### config.mk
export PLATFORM = sky130hd
export DESIGN_NAME = ahb_sram_ctrl
export DESIGN_NICKNAME = d
export VERILOG_FILES = /design/src/rtl/ahb_sram_ctrl.sv
export SDC_FILE = /design/constraint.sdc
export NUM_CORES = 1
export LEC_CHECK = 0
export ABC_AREA = 0
export CAP_MARGIN = 20
export CORE_MARGIN = 2
export CORE_UTILIZATION = 45
export CTS_CLUSTER_DIAMETER = 200
export DETAILED_ROUTE_END_ITERATION = 6
export GPL_TIMING_DRIVEN = 0
export PLACE_DENSITY = 0.78
export REMOVE_ABC_BUFFERS = 1
export SLEW_MARGIN = 20
export SYNTH_ARGS = -nofsm -noshare
export SYNTH_HDL_FRONTEND = slang
export SYNTH_SLANG_ARGS = --single-unit
### constraint.sdc
create_clock -name CLK -period 7.2 [get_ports CLK]
set_input_delay 0.72 -clock CLK [delete_from_list [all_inputs] [get_ports CLK]]
set_output_delay 0.72 -clock CLK [all_outputs]
set_load 0.01 [all_outputs]
### src/rtl/ahb_sram_ctrl.sv
// AHB-Lite slave front-end for a single-port 2^ADDR_W x 32 SRAM, zero wait states via a one-entry write buffer.
// Optional macro AHB_SRAM_ERR_EN: reject misaligned or oversized transfers with a two-cycle ERROR response.
module ahb_sram_ctrl #(
  parameter int ADDR_W = 16
) (
  input  logic              CLK,
  input  logic              RST,
  input  logic              HSEL,
  input  logic [31:0]       HADDR,
  input  logic [1:0]        HTRANS,
  input  logic              HWRITE,
  input  logic [2:0]        HSIZE,
  input  logic [31:0]       HWDATA,
  input  logic              HREADY,
  output logic [31:0]       HRDATA,
  output logic              HREADYOUT,
  output logic              HRESP,
  output logic [ADDR_W-1:0] SRAM_A,
  output logic [31:0]       SRAM_D,
  output logic              SRAM_CEN,
  output logic              SRAM_WEN,
  output logic [3:0]        SRAM_BWEN,
  input  logic [31:0]       SRAM_Q
);

  logic              acc;
  logic              illegal;
  logic              rd_ap;
  logic              wr_ap;
  logic [3:0]        strb;
  logic [ADDR_W-1:0] ap_addr;
  logic              hreadyout;
  logic              hresp;
  logic              fwd_hit;
  logic [31:0]       hrdata;

  logic              rd_dp_q, rd_dp_d;
  logic [ADDR_W-1:0] rd_addr_q, rd_addr_d;
  logic              wr_dp_q, wr_dp_d;
  logic [ADDR_W-1:0] wr_addr_q, wr_addr_d;
  logic [3:0]        wr_strb_q, wr_strb_d;
  logic              buf_valid_q, buf_valid_d;
  logic [ADDR_W-1:0] buf_addr_q, buf_addr_d;
  logic [3:0]        buf_strb_q, buf_strb_d;
  logic [31:0]       buf_data_q, buf_data_d;
  logic [ADDR_W-1:0] sram_a_q, sram_a_d;
  logic [31:0]       sram_d_q, sram_d_d;
  logic              sram_cen_d;
  logic              sram_wen_d;
  logic [3:0]        sram_bwen_d;

  logic              unused_bits;
  assign unused_bits = ^{HADDR[31:ADDR_W+2], HTRANS[0]};

  assign acc     = HSEL & HREADY & HTRANS[1];
  assign rd_ap   = acc & ~HWRITE & ~illegal;
  assign wr_ap   = acc & HWRITE & ~illegal;
  assign ap_addr = HADDR[ADDR_W+1:2];

  always_comb begin
    strb = 4'b1111;
    case (HSIZE)
      3'd0:    strb = 4'b0001 << HADDR[1:0];
      3'd1:    strb = HADDR[1] ? 4'b1100 : 4'b0011;
      default: strb = 4'b1111;
    endcase
  end

`ifdef AHB_SRAM_ERR_EN
  typedef enum logic [1:0] {ST_IDLE, ST_ERR1, ST_ERR2} err_state_t;
  err_state_t state_q, state_d;

  always_comb begin
    illegal = 1'b0;
    if (HSIZE > 3'd2)       illegal = 1'b1;
    else if (HSIZE == 3'd1) illegal = HADDR[0];
    else if (HSIZE == 3'd2) illegal = |HADDR[1:0];
  end

  always_comb begin
    state_d   = state_q;
    hreadyout = 1'b1;
    hresp     = 1'b0;
    case (state_q)
      ST_IDLE: begin
        if (acc && illegal) state_d = ST_ERR1;
      end
      ST_ERR1: begin
        hreadyout = 1'b0;
        hresp     = 1'b1;
        state_d   = ST_ERR2;
      end
      ST_ERR2: begin
        hresp   = 1'b1;
        state_d = (acc && illegal) ? ST_ERR1 : ST_IDLE;
      end
      default: state_d = ST_IDLE;
    endcase
  end

  always_ff @(posedge CLK) begin
    if (RST) state_q <= ST_IDLE;
    else     state_q <= state_d;
  end
`else
  assign illegal   = 1'b0;
  assign hreadyout = 1'b1;
  assign hresp     = 1'b0;
`endif

  // Reads own the port in their address phase; a colliding write data phase is parked in the buffer.
  always_comb begin
    rd_dp_d     = rd_ap;
    rd_addr_d   = rd_ap ? ap_addr : rd_addr_q;
    wr_dp_d     = wr_ap;
    wr_addr_d   = wr_ap ? ap_addr : wr_addr_q;
    wr_strb_d   = wr_ap ? strb : wr_strb_q;
    buf_valid_d = buf_valid_q;
    buf_addr_d  = buf_addr_q;
    buf_strb_d  = buf_strb_q;
    buf_data_d  = buf_data_q;
    sram_cen_d  = 1'b1;
    sram_wen_d  = 1'b1;
    sram_bwen_d = 4'b1111;
    sram_a_d    = sram_a_q;
    sram_d_d    = sram_d_q;
    if (rd_ap) begin
      sram_cen_d = 1'b0;
      sram_a_d   = ap_addr;
      if (wr_dp_q) begin
        buf_valid_d = 1'b1;
        buf_addr_d  = wr_addr_q;
        buf_strb_d  = wr_strb_q;
        buf_data_d  = HWDATA;
      end
    end else if (wr_dp_q) begin
      sram_cen_d  = 1'b0;
      sram_wen_d  = 1'b0;
      sram_a_d    = wr_addr_q;
      sram_d_d    = HWDATA;
      sram_bwen_d = ~wr_strb_q;
    end else if (buf_valid_q) begin
      sram_cen_d  = 1'b0;
      sram_wen_d  = 1'b0;
      sram_a_d    = buf_addr_q;
      sram_d_d    = buf_data_q;
      sram_bwen_d = ~buf_strb_q;
      buf_valid_d = 1'b0;
    end
    // Reset suppresses any access in the same cycle, including a pending buffer flush.
    if (RST) begin
      sram_cen_d  = 1'b1;
      sram_wen_d  = 1'b1;
      sram_bwen_d = 4'b1111;
      sram_a_d    = '0;
      sram_d_d    = '0;
    end
  end

  always_ff @(posedge CLK) begin
    if (RST) begin
      rd_dp_q     <= 1'b0;
      rd_addr_q   <= '0;
      wr_dp_q     <= 1'b0;
      wr_addr_q   <= '0;
      wr_strb_q   <= '0;
      buf_valid_q <= 1'b0;
      buf_addr_q  <= '0;
      buf_strb_q  <= '0;
      buf_data_q  <= '0;
      sram_a_q    <= '0;
      sram_d_q    <= '0;
    end else begin
      rd_dp_q     <= rd_dp_d;
      rd_addr_q   <= rd_addr_d;
      wr_dp_q     <= wr_dp_d;
      wr_addr_q   <= wr_addr_d;
      wr_strb_q   <= wr_strb_d;
      buf_valid_q <= buf_valid_d;
      buf_addr_q  <= buf_addr_d;
      buf_strb_q  <= buf_strb_d;
      buf_data_q  <= buf_data_d;
      sram_a_q    <= sram_a_d;
      sram_d_q    <= sram_d_d;
    end
  end

  assign fwd_hit = buf_valid_q && (buf_addr_q == rd_addr_q);

  // Buffered bytes are newer than the SRAM contents, even in the cycle they are being flushed.
  always_comb begin
    hrdata = '0;
    if (rd_dp_q && !RST) begin
      for (int n = 0; n < 4; n++) begin
        hrdata[8*n +: 8] = (fwd_hit && buf_strb_q[n]) ? buf_data_q[8*n +: 8] : SRAM_Q[8*n +: 8];
      end
    end
  end

  assign HRDATA    = hrdata;
  assign HREADYOUT = hreadyout | RST;
  assign HRESP     = hresp & ~RST;
  assign SRAM_A    = sram_a_d;
  assign SRAM_D    = sram_d_d;
  assign SRAM_CEN  = sram_cen_d;
  assign SRAM_WEN  = sram_wen_d;
  assign SRAM_BWEN = sram_bwen_d;

  no_wr_dp_with_buf: assert property (@(posedge CLK) disable iff (RST) !(wr_dp_q && buf_valid_q));

endmodule

# Word-level counts from Yosys, hierarchy flattened
# Index checks and enable logic that the tools add are counted.
# op_classes
order_cmp	0
n_mux	28
reduce_logical	10
shift	1
n_bitwise	7
n_addsub	0
mul	0
div	0
n_eq_ne	4
# op_table
cell	n
32-bit 2-to-1 mux	5
16-bit 2-to-1 mux	4
8-bit 2-to-1 mux	4
4-bit 2-to-1 mux	5
16-bit equality test	1
1-bit 2-to-1 mux	9
4-bit NOT	2
4-bit case mux with 2 select lines	1
1-bit logical AND	6
1-bit bitwise AND	4
2-bit AND reduction	2
1-bit by 2-bit << shifter with 4-bit output, first input constant	1
3-bit by 1-bit equality test with 1-bit output, second input constant	1
3-bit logical NOT	1
2-bit by 1-bit inequality test with 1-bit output, second input constant	1
2-bit inequality test, second input constant	1
1-bit logical NOT	1
1-bit NOT	1
# totals
memories	0
inputBits	106
latchBits	0
mem_bits_rw	0
output_inout_bits	88
reg_bits	139
word_cells	61
rom_bits	0

# Depth between registers and ports, before layout
# logic_depth
depth_word	5
depth_mapped	10
depth_no_buf	7

# Worst setup path before layout
# No wires, ideal clock.
# synth_timing
kind	input to register
from	input port HTRANS[1]
to	register buf_addr_q[3]
n_path_buf	4
path_stages	10
setup_slack_ns	4.445
required_ns	7.072
t_arrival_ns	2.628
path_cell_list	nand3_1 nand2b_1 buf_2 inv_2 buf_1 ha_1 clkbuf_1 buf_1 mux2i_1 nor2_1
# synth_via
elab_chain_len	3
# synth_lines
element	line_no	text
start: declaration	10	input logic [1:0] HTRANS,
1-bit bitwise AND	55	assign acc = HSEL & HREADY & HTRANS[1];
1-bit bitwise AND	56	assign rd_ap = acc & ~HWRITE & ~illegal;
2-bit AND reduction (no source line)	--	
end signal: assignment	180	buf_addr_q <= buf_addr_d;
end: declaration	43	logic [ADDR_W-1:0] buf_addr_q, buf_addr_d;
# Every way passes these cells.
# A chain may end at the register's enable or synchronous reset.

# Worst setup path in the final report
# layout_timing
from	input port HSEL
to	output port SRAM_D[1]
# layout_via
elab_chain_len	5
# layout_lines
element	line_no	text
start: declaration	8	input logic HSEL,
1-bit bitwise AND (2 in series)	55	
1-bit bitwise AND	56	
32-bit 2-to-1 mux	127	if (rd_ap) begin
32-bit 2-to-1 mux	151	if (RST) begin
end: declaration	19	output logic [31:0] SRAM_D,
# Every way passes these cells.

==> impl_metrics.yaml <==
status:
  status: "completed"
sta:
  slew_violations: 0
  tightestPinTransition_ps: 974
  max_freq_mhz: 208
  setup_viol: 0
  final.setup_skew_ps: 4.29
  min_period_ps: 4820
  min_period_over_period_pct: 66.9
  slew_headroom_pct: 34.9
  worst_slack_ps: 2380
  rsz0062_at_grt: "false"
  hold_viol: 0
  fin_hold_ws_ps: 461
  fin_tns_setup_ps: 0
clock_network:
  cts_root_buffer: "clkbuf_16"
  clk_latency_ps: 420
  post_cts_resized: 0
  numCtsBuffers: 17
  clk_path_buf_depth: 2
  post_cts_buffers: 0
  cts_num_sinks: 139
  clk_pin_slew_ps: 50
  hold_buffers: 0
  h-tree-depth: 4
  cts_tree: "yes"
finish:
  multi_input_area_sq_mm: 0.00358
  finalNonFillerCells: 1134
  antenna_cells: 0
  finalInstanceArea_sq_mm: 0.00925
  area_growth_pct: 38.1
  fin_nets: 1045
  fillers: 1278
  drive_above_1_share_pct: 5.89
  regArea_sq_mm: 0.00279
worst_hold_path:
  hp-start: "rd_addr_q[15]"
  holdCritPathClass: "register to register"
  hold_depth: 2
  hold_end: "rd_addr_q[15]"
synth:
  synth_top_cell_by_area: "dfxtp_1"
  synth_area_sq_mm: 0.00669
  synth-edff-count: 0
  synth_seq_area_share_pct: 41.6
  synth_area_leaders: "dfxtp_1 42%, mux2i_1 15%, a211oi_1 7.5%"
  yosys_warnings: 0
  async_flop_share_pct: 0
  avgSynthCellArea_sq_um: 8.28
  yosysTopAreaCellShare_pct: 41.6
  yosysMostFrequentCell: "dfxtp_1"
  synthDistinctLibCells: 34
  synth_common_cells: "139 x dfxtp_1, 100 x mux2i_1, 100 x nand2_1"
  postSynthCellCount: 808
  ys.flop_type: "dfxtp_1"
  yosys_register_bits: 139
critical_path:
  crit_type: "primary input to output port"
  endpoint_kind: "output port"
  crit_path_start_kind: "primary input"
  regToRegSetupSlack_ps: 5040
  rr_worst_depth: 6
  arrival_ps: 4100
  crit_start: "HSEL"
  path_max_fanout: 36
  path_cells: "clkdlybuf4s50_1 -> nand3_1 -> nand2b_2 -> inv_2 -> nor2_4 -> buf_16 -> buf_16 -> nor2_1 -> a211oi_1 -> clkdlybuf4s50_1"
  reg2reg_to: "sram_d_q[14]"
  slowest_stage: "nand2b_2"
  crit_path_max_incr_delay_ps: 630
  timing.rr.start: "buf_valid_q"
  required_ps: 6480
global_route:
  antenna_found_initial: 0
  met1_usage_pct: 31.3
  grt_overflow: 0
  gr-usage-all-layers_pct: 22.9
  busiest_layer: "met2"
  use_met3_pct: 4.63
  met2_usage_pct: 36.1
  grt_pass1_wl_um: 29400
  grt_pass1_vias: 5852
  grt_max_degree: 140
drt:
  drt_iter0_drc: 422
  final_antenna_net_count: 0
  drc: 0
  wl_per_cell_um: 15.9
  via_count: 6168
  vias_per_cell: 5.44
  postRouteWirelength_um: 18000
  drt-pass1-iter-count: 5
floorplanning:
  die_y_um: 126
  rows: 44
  dieArea_sq_mm: 0.0159
  core-area_sq_mm: 0.0145
  initial_core_util_pct: 46.1
  dieWidth_um: 126
  io_pins: 194
power:
  p_clk_share_pct: 49.4
  seq_power_share_pct: 41.5
  p_comb_share_pct: 9.1
  ir_drop_v: 0.000148
  p_sw_share_pct: 21.5
  p_per_area_mw_per_mm2: 206
  p_int_mw: 1.50
  p_leak_nw: 2.95
  switching_power_mw: 0.409
placement:
  place_inst: 1103
  dpl.hpwl_um: 11600
  gp_congestion: 0.729
  pre_cts_slack_ps: 2360
  place_area_sq_mm: 0.00861
  port_buffers: 176
flow_run:
  cap_violations: 0
[metrics by stage]
step | total power, mW | utilization [%]
after floorplan | 0.866 | -
after global placement | 0.971 | 57.4
after detailed placement | 0.980 | 59.2
after CTS | 1.92 | 63.6
after global routing | 1.97 | 63.6
final | 1.91 | 63.6
[power by group through the flow]
stage	combinational, mW	clock, mW	sequential [mW]
finish	0.173	0.942	0.791
global route	0.188	0.991	0.792
CTS	0.174	0.953	0.791
detailed placement	0.173	0	0.807
global placement	0.162	0	0.809
floorplan	0.0595	0	0.806
[cell usage in the layout (no fill, tap or decap), types with 3 or more instances in the layout]
cell type / n
inv_1: 5
nor2b_1: 3
nand3_1: 5
mux2i_1: 100
nand2_1: 100
nand4_1: 33
clkdlybuf4s50_1: 175
o21ai_0: 18
buf_16: 6
clkinv_2: 3
bufinv_16: 4
nor2_1: 94
clkbuf_8: 5
mux2_2: 4
o21ai_1: 31
nor3_1: 3
a211oi_1: 67
clkbuf_16: 17
xor2_1: 13
a21oi_1: 97
dfxtp_1: 137
[area by class of cell]
cell class	instances	area share, %
well taps	184	2.49
repair buffers	186	21.5
clock inverters	7	1.46
multi-input cells	588	38.7
clock buffers	24	5.43
inverters	6	0.244
flip-flops and latches	139	30.2
[registers in the layout, indices dropped and copies added, names as in the netlist]
| signal | cells |
|---|---|
| wr_strb_q | 4 |
| rd_addr_q | 16 |
| wr_dp_q | 1 |
| sram_a_q | 16 |
| buf_addr_q | 16 |
| buf_valid_q | 1 |
| wr_addr_q | 16 |
| sram_d_q | 32 |
| buf_data_q | 32 |
| rd_dp_q | 1 |
| buf_strb_q | 4 |
[kinds of logic (layout without fill, tap and decap cells)]
group	after synthesis	after routing	share of synthesized area, %
AND/OR/NAND/NOR	250	250	16.2
AO/OA/AOI/OAI	218	218	19.0
flip-flops	139	139	41.6
multiplexers	104	104	15.6
buffers and inverters	81	223	5.51
XOR/XNOR	13	13	1.70
other	2	2	0.112
adder cells (fa/ha/maj)	1	1	0.187
[how the worst max path moves through the flow]
stage	to	slack, ps	depth (start not counted)
6_report	SRAM_D[1]	2380	10
5_1_grt	SRAM_D[1]	2110	10
3_5_place_dp	SRAM_D[13]	2360	10
4_1_cts	SRAM_D[1]	2360	10
2_1_floorplan	SRAM_D[0]	780	4
3_3_place_gp	SRAM_D[30]	-2030	5
[worst max-delay path, delay by kind of cell]
kind | cells | cell delay, ps
AOI/OAI and AO/OA | 1 | 250
buffers and inverters | 5 | 1830
and+or+nand+nor | 4 | 1270
[layer usage]
layer,wire (um),up-vias
met4,314,0
met2,8160,182
met1,8590,2836
met5,0,-
met3,976,21
li1,-,3129
Power figures use the tool's default switching activity.
